<file path="src/rtl/vend_pkg.sv">
// Shared types and helpers for the multi-item vending controller.
package vend_pkg;

    typedef enum logic [1:0] {
        IDLE   = 2'd0,
        CREDIT = 2'd1,
        VEND   = 2'd2,
        REFUND = 2'd3
    } vend_state_e;

    localparam int STOCK_W   = 8;
    localparam int MAX_ITEMS = 16;

    function automatic logic onehot_valid(input logic [MAX_ITEMS-1:0] v);
        return (v != 16'd0) && ((v & (v - 16'd1)) == 16'd0);
    endfunction

    function automatic logic [3:0] onehot_to_idx(input logic [MAX_ITEMS-1:0] v);
        logic [3:0] idx;
        idx = 4'd0;
        for (int i = 0; i < MAX_ITEMS; i++) begin
            if (v[i]) begin
                idx = 4'(i);
            end
        end
        return idx;
    endfunction

endpackage

</file>
<file path="src/rtl/vend_timeout_ctr.sv">
// Inactivity counter: expire pulses once run has been held for TIMEOUT_CYC-1 cycles
// without a clear.
module vend_timeout_ctr #(
    parameter int TIMEOUT_CYC = 1000
) (
    input  logic clk,
    input  logic reset,
    input  logic clear,
    input  logic run,
    output logic expire
);

    localparam int CNT_W = $clog2(TIMEOUT_CYC);
    localparam logic [CNT_W-1:0] LAST = CNT_W'(TIMEOUT_CYC - 1);

    logic [CNT_W-1:0] cnt_r;

    // Count idle cycles, saturating at LAST.
    always_ff @(posedge clk) begin
        if (reset) begin
            cnt_r <= '0;
        end else if (clear) begin
            cnt_r <= '0;
        end else if (run && (cnt_r != LAST)) begin
            cnt_r <= cnt_r + CNT_W'(1);
        end else begin
            cnt_r <= cnt_r;
        end
    end

    assign expire = run && !clear && (cnt_r == LAST);

endmodule

</file>
<file path="src/rtl/vend_ctrl_multi.sv">
// Multi-item vending controller: coin credit, edge-qualified selection, cancel and timeout refund.
// Optional per-item stock tracking is compiled in with `define VEND_STOCK_TRACK_EN.
import vend_pkg::*;

module vend_ctrl_multi #(
    parameter int N_ITEMS = 4,
    parameter int MONEY_W = 16,
    parameter logic [N_ITEMS*MONEY_W-1:0] PRICES = {16'd125, 16'd150, 16'd75, 16'd100},
    parameter int TIMEOUT_CYC = 1000,
    parameter int STOCK_INIT = 8
) (
    input  logic               clk,
    input  logic               reset,
    input  logic               coin_valid,
    input  logic [MONEY_W-1:0] coin_value,
    input  logic [N_ITEMS-1:0] sel,
    input  logic               cancel,
    output logic [MONEY_W-1:0] credit,
    output logic [MONEY_W-1:0] price,
    output logic [N_ITEMS-1:0] selection,
    output logic               vend,
    output logic [MONEY_W-1:0] change,
    output logic               change_valid,
    output logic               coin_reject,
    output logic               err_invalid,
    output logic               err_funds
`ifdef VEND_STOCK_TRACK_EN
    ,
    input  logic               restock,
    input  logic [N_ITEMS-1:0] restock_item,
    output logic [N_ITEMS-1:0] sold_out
`endif
);

    if (N_ITEMS < 2 || N_ITEMS > MAX_ITEMS || TIMEOUT_CYC < 2 ||
        STOCK_INIT < 0 || STOCK_INIT > 255) begin : g_bad_params
        $error("vend_ctrl_multi: parameter out of range");
    end

    vend_state_e        state_r, state_s;
    logic [MONEY_W-1:0] credit_r, credit_s, price_r, price_s, change_r, change_s;
    logic [N_ITEMS-1:0] selection_r, selection_s;
    logic               vend_r, vend_s, change_valid_r, change_valid_s;
    logic               coin_reject_r, coin_reject_s, err_invalid_r, err_invalid_s;
    logic               err_funds_r, err_funds_s, sel_seen_r;
    logic [MAX_ITEMS-1:0] sel_ext_s;
    logic [3:0]         sel_idx_s;
    logic [MONEY_W-1:0] item_price_s;
    logic [MONEY_W:0]   coin_sum_s;
    logic               coin_s, coin_ok_s, sel_evt_s, in_stock_s;
    logic               tmo_clear_s, tmo_run_s, tmo_expire_s;

`ifdef VEND_STOCK_TRACK_EN
    logic [STOCK_W-1:0]   stock_r [N_ITEMS];
    logic [N_ITEMS-1:0]   sold_out_r, sold_out_s;
    logic [MAX_ITEMS-1:0] restock_ext_s;
    logic                 restock_ok_s;
`endif

    vend_timeout_ctr #(.TIMEOUT_CYC(TIMEOUT_CYC)) u_timeout (
        .clk    (clk),
        .reset  (reset),
        .clear  (tmo_clear_s),
        .run    (tmo_run_s),
        .expire (tmo_expire_s)
    );

    // Next-state, credit and pulse decode; priority is cancel > sel > coin > timeout.
    always_comb begin
        sel_ext_s              = '0;
        sel_ext_s[N_ITEMS-1:0] = sel;
        sel_idx_s    = onehot_to_idx(sel_ext_s);
        item_price_s = PRICES[int'(sel_idx_s)*MONEY_W +: MONEY_W];
        coin_sum_s   = {1'b0, credit_r} + {1'b0, coin_value};
        coin_s       = coin_valid && (coin_value != '0);
        sel_evt_s    = (sel != '0) && !sel_seen_r;
        coin_ok_s    = coin_s && !cancel && (sel == '0) && !coin_sum_s[MONEY_W] &&
                       ((state_r == IDLE) || (state_r == CREDIT));
        tmo_run_s    = (state_r == CREDIT);
        tmo_clear_s  = (state_r != CREDIT) || coin_s || sel_evt_s;

`ifdef VEND_STOCK_TRACK_EN
        in_stock_s = 1'b0;
        for (int i = 0; i < N_ITEMS; i++) begin
            in_stock_s = in_stock_s | (sel[i] && (stock_r[i] != '0));
        end
        restock_ext_s              = '0;
        restock_ext_s[N_ITEMS-1:0] = restock_item;
        restock_ok_s = restock && (state_r == IDLE) && onehot_valid(restock_ext_s);
        sold_out_s   = '0;
`else
        in_stock_s = 1'b1;
`endif

        state_s        = state_r;
        credit_s       = credit_r;
        price_s        = price_r;
        selection_s    = '0;
        vend_s         = 1'b0;
        change_s       = '0;
        change_valid_s = 1'b0;
        coin_reject_s  = coin_s && !coin_ok_s;
        err_invalid_s  = 1'b0;
        err_funds_s    = 1'b0;

        case (state_r)
            IDLE: begin
                if (coin_ok_s) begin
                    credit_s = coin_sum_s[MONEY_W-1:0];
                    state_s  = CREDIT;
                end else begin
                    state_s = IDLE;
                end
            end
            CREDIT: begin
                if (cancel) begin
                    change_s       = credit_r;
                    change_valid_s = 1'b1;
                    state_s        = REFUND;
                end else if (sel_evt_s) begin
                    if (!onehot_valid(sel_ext_s)) begin
                        err_invalid_s = 1'b1;
                    end else begin
                        price_s = item_price_s;
                        if (!in_stock_s) begin
`ifdef VEND_STOCK_TRACK_EN
                            sold_out_s = sel;
`endif
                        end else if (credit_r >= item_price_s) begin
                            vend_s         = 1'b1;
                            selection_s    = sel;
                            change_s       = credit_r - item_price_s;
                            change_valid_s = 1'b1;
                            state_s        = VEND;
                        end else begin
                            err_funds_s = 1'b1;
                        end
                    end
                end else if (coin_ok_s) begin
                    credit_s = coin_sum_s[MONEY_W-1:0];
                end else if (tmo_expire_s) begin
                    change_s       = credit_r;
                    change_valid_s = 1'b1;
                    state_s        = REFUND;
                end else begin
                    state_s = CREDIT;
                end
            end
            VEND, REFUND: begin
                credit_s = '0;
                state_s  = IDLE;
            end
            default: begin
                credit_s = '0;
                state_s  = IDLE;
            end
        endcase
    end

    // State, credit and registered output pulses.
    always_ff @(posedge clk) begin
        if (reset) begin
            state_r        <= IDLE;
            credit_r       <= '0;
            price_r        <= '0;
            selection_r    <= '0;
            vend_r         <= 1'b0;
            change_r       <= '0;
            change_valid_r <= 1'b0;
            coin_reject_r  <= 1'b0;
            err_invalid_r  <= 1'b0;
            err_funds_r    <= 1'b0;
            sel_seen_r     <= 1'b0;
        end else begin
            state_r        <= state_s;
            credit_r       <= credit_s;
            price_r        <= price_s;
            selection_r    <= selection_s;
            vend_r         <= vend_s;
            change_r       <= change_s;
            change_valid_r <= change_valid_s;
            coin_reject_r  <= coin_reject_s;
            err_invalid_r  <= err_invalid_s;
            err_funds_r    <= err_funds_s;
            sel_seen_r     <= (sel != '0);
        end
    end

`ifdef VEND_STOCK_TRACK_EN
    // Per-item stock: decrement on dispense (never below zero), reload on restock in IDLE.
    always_ff @(posedge clk) begin
        for (int i = 0; i < N_ITEMS; i++) begin
            if (reset) begin
                stock_r[i] <= STOCK_W'(STOCK_INIT);
            end else if (vend_s && sel[i] && (stock_r[i] != '0)) begin
                stock_r[i] <= stock_r[i] - STOCK_W'(1);
            end else if (restock_ok_s && restock_item[i]) begin
                stock_r[i] <= STOCK_W'(STOCK_INIT);
            end else begin
                stock_r[i] <= stock_r[i];
            end
        end
        if (reset) begin
            sold_out_r <= '0;
        end else begin
            sold_out_r <= sold_out_s;
        end
    end

    assign sold_out = sold_out_r;
`endif

    assign credit       = credit_r;
    assign price        = price_r;
    assign selection    = selection_r;
    assign vend         = vend_r;
    assign change       = change_r;
    assign change_valid = change_valid_r;
    assign coin_reject  = coin_reject_r;
    assign err_invalid  = err_invalid_r;
    assign err_funds    = err_funds_r;

endmodule

</file>
<file path="config.mk">
export PLATFORM = sky130hd
export DESIGN_NAME = vend_ctrl_multi
export DESIGN_NICKNAME = d
export VERILOG_FILES = /design/src/rtl/vend_pkg.sv /design/src/rtl/vend_timeout_ctr.sv /design/src/rtl/vend_ctrl_multi.sv
export SDC_FILE = /design/constraint.sdc
export NUM_CORES = 1
export LEC_CHECK = 0
export BUFFER_PORTS_ARGS = -buffer_cell sky130_fd_sc_hd__buf_2
export CAP_MARGIN = 20
export CORE_MARGIN = 2
export CORE_UTILIZATION = 45
export CTS_CLUSTER_DIAMETER = 40
export DETAILED_ROUTE_END_ITERATION = 10
export PLACE_DENSITY = 0.69
export REMOVE_ABC_BUFFERS = 1
export SETUP_SLACK_MARGIN = 0.15
export SLEW_MARGIN = 20
export SYNTH_ARGS = -nofsm -noshare
export SYNTH_HDL_FRONTEND = slang
export SYNTH_HIERARCHICAL = 1
export SYNTH_SLANG_ARGS = --single-unit
</file>
<file path="constraint.sdc">
create_clock -name clk -period 5.9 [get_ports clk]
set_input_delay 1.475 -clock clk [delete_from_list [all_inputs] [get_ports clk]]
set_output_delay 1.475 -clock clk [all_outputs]
set_load 0.005 [all_outputs]
</file>
==> results.toml <==
[clock_tree]
cts_buffers = 9
clkTransAtPathRegs_ns = 0.06
cts_buffer_depth = 2
cts_tree = "built"
worstSkewPairLatency_ns = 0.34
cts_hold_buf = 0
cts.sinks = 61
htree_levels = 3
cts-root-buf = "clkbuf_8"
post_cts_buffers = 0
cts_resized = 0

[finish]
diodes = 0
nets = 622
post-route-util = 0.525
final_layout_size_suffix_gt1_frac = 0.194
area_growth_pct = 14.3
instances_no_fill = 683

[worst_hold_path]
whs_path_depth = 2
min_to = "price[4]"
worstHoldStart = "price[4]"
hp-class = "register to register"

[placement]
portBuffers = 72
dp_cells = 668
dp_hpwl_um = 8110
globalplace.congestion = 0.891

[setup_path]
criticalPathCategory = "input pin to register"
critPathLaunchType = "input pin"
r2r_start = "credit[1]"
cp_data_arrival_time_ns = 5.09
regToRegSetupSlack_ns = 2.32
cp_max_fo = 11
required_ns = 6.17
r2r-end = "change[8]"
worstSetupEndpointType = "register"
ff2ff_path_depth = 8

[sta]
grt_setup_unrepaired = "false"
setup_viol = 0
tightest_slew_ns = 1.04
finalHoldViolCount = 0
max_freq_mhz = 208
relSlewSlack = 0.307
fin_crit_sh = 0.817
fin_crit_ns = 4.82
skew_ns = 0.0129
fin_tns_setup_ns = 0
maxSlewViolCount = 0

[status]
outcome = "complete, no violations"

[yosys]
synth_seq_cells = 61
ys_types = 79
ys.flop_type = "dfxtp_1"
yosysWarnings = 6
syn-mean-instance-area_um2 = 8.32
synthCells = 508
synth-async-reset-ratio = 0
synth_edf_count = 0
netlist_area_mm2 = 0.00423
yosysSeqAreaShare = 0.289

[power]
swShare = 0.233
p_total_mw = 0.982
p_seq_frac = 0.424
intPower_mw = 0.754
p_leak_nw = 1.99
power.switching_mw = 0.229
clkPwrFrac = 0.471
p_per_area_mw_per_mm2 = 203
p_comb_frac = 0.105
peakVddDrop_uv = 150

[routing]
drt_iter0_drc = 255
routedWlPerCell_um = 16.0
vias_per_cell = 5.94
via_count = 4054
ant_nets = 0
first_pass_iters = 5
drt-total-wl_um = 10900
drc = 0

[die]
die_w_um = 101
floorplan.initialDensity = 0.460
dieArea_mm2 = 0.0102
core_mm2 = 0.00920
core.rowCount = 35
io_pins = 81
die_h_um = 101

[global_route]
grt_max_degree = 34
antenna_found_initial = 0
grt.overflow.total = 0
grt_pass1_vias = 3688
track_usage = 0.213
grt_pass1_wl_um = 17600

[job]
drv_cap = 0
-- per-layer routing --
metal  wire, µm  up-vias  GRT usage
met5          0        -          0
met4        188        0     0.0759
met2       5030      106      0.344
met3        431       18     0.0291
met1       5270     1915      0.291
li1           -     2015          -
-- cell families (layout without fill, tap and decap cells) --
group / Yosys count / count (layout) / synth area share
compound gates: 163 / 163 / 0.268
xor+xnor: 14 / 14 / 0.0290
fa+ha+maj: 31 / 31 / 0.0947
buf+inv: 57 / 114 / 0.0654
flops: 61 / 61 / 0.289
mux: 4 / 4 / 0.00947
other cells: 1 / 8 / 0.000887
simple gates: 177 / 177 / 0.243
-- placed cells by master (no fill, tap or decap), types with 6 or more instances in the layout --
master	instances
buf_2	72
dfxtp_1	61
a21oi_1	46
nor2_1	38
ha_1	28
inv_1	25
nand2_1	24
o21ai_0	22
nor3_1	17
nand3_1	15
nand2b_1	12
nand3b_1	12
o31ai_1	11
clkbuf_8	11
a211oi_1	10
or4_1	9
conb_1	8
nor4_1	7
xor2_1	7
xnor2_1	7
a31oi_1	6
o2111ai_1	6
or3_1	6
o2bb2ai_1	6
-- area by class of cell --
| class | count | area, µm² |
|---|---|---|
| fill | 899 | 4370 |
| multi-input combinational | 397 | 2760 |
| sequential | 61 | 1220 |
| timing repair buffer | 74 | 375 |
| clock buffer | 11 | 151 |
| tap | 111 | 139 |
| clock inverter | 4 | 95.1 |
| inverter | 25 | 93.8 |
-- cells in the mapped netlist, types with 7 or more instances --
| cell | count | share of area |
|---|---|---|
| or4_1 | 9 | 0.016 |
| nand2_1 | 24 | 0.021 |
| nand3_1 | 15 | 0.018 |
| xnor2_1 | 7 | 0.015 |
| buf_4 | 12 | 0.021 |
| inv_1 | 25 | 0.022 |
| nand3b_1 | 12 | 0.021 |
| a211oi_1 | 10 | 0.018 |
| o31ai_1 | 11 | 0.020 |
| nor2_1 | 38 | 0.034 |
| ha_1 | 28 | 0.083 |
| o21ai_0 | 22 | 0.026 |
| nand2b_1 | 12 | 0.018 |
| dfxtp_1 | 61 | 0.29 |
| clkbuf_1 | 10 | 0.0089 |
| nor3_1 | 17 | 0.020 |
| xor2_1 | 7 | 0.015 |
| nor4_1 | 7 | 0.010 |
| a21oi_1 | 46 | 0.054 |
-- metrics by stage --
stage          hold WS, ns  area (µm²)  setup slack [ns]
2_1_floorplan        0.460        4070              1.43
3_3_place_gp         0.478        4580             0.970
3_5_place_dp         0.484        4580             0.822
4_1_cts              0.500        4830              1.16
5_1_grt              0.522        4830             0.830
6_report             0.499        4830              1.08
-- flip-flops by register name (all words and copies together) (netlist names), 2 cells and up --
name,cells
state_r,2
selection,4
credit,16
change,16
u_timeout/cnt_r,10
price,7
-- power by group through the flow --
stage	sequential, mW	clock [mW]	combinational [mW]
global route	0.417	0.492	0.115
floorplan	0.425	0	0.0675
detailed placement	0.426	0	0.101
global placement	0.426	0	0.0987
CTS	0.416	0.467	0.102
finish	0.417	0.462	0.103
-- critical path, cell delays in order --
cell and delay (ns):
buf_2 0.15, inv_1 0.05, a21oi_1 0.35, inv_1 0.16
ha_1 0.53, inv_1 0.19, fa_1 0.48, nor4bb_1 0.29
a311o_2 0.23, o21ai_1 0.16, a211o_1 0.48, or4_1 0.44
nand3_1 0.09
-- worst max-delay path by stage --
| stage | cells after the start | slack, ns | start | to |
|---|---|---|---|---|
| detailed placement | 13 | 0.82 | sel[2] | change[13] |
| floorplan | 12 | 1.43 | sel[2] | change[15] |
| global placement | 13 | 0.97 | sel[2] | change[13] |
| finish | 13 | 1.08 | sel[2] | change[11] |
| CTS | 13 | 1.16 | sel[2] | change[13] |
| global route | 13 | 0.83 | sel[2] | selection[1] |
Power figures use the tool's default switching activity.
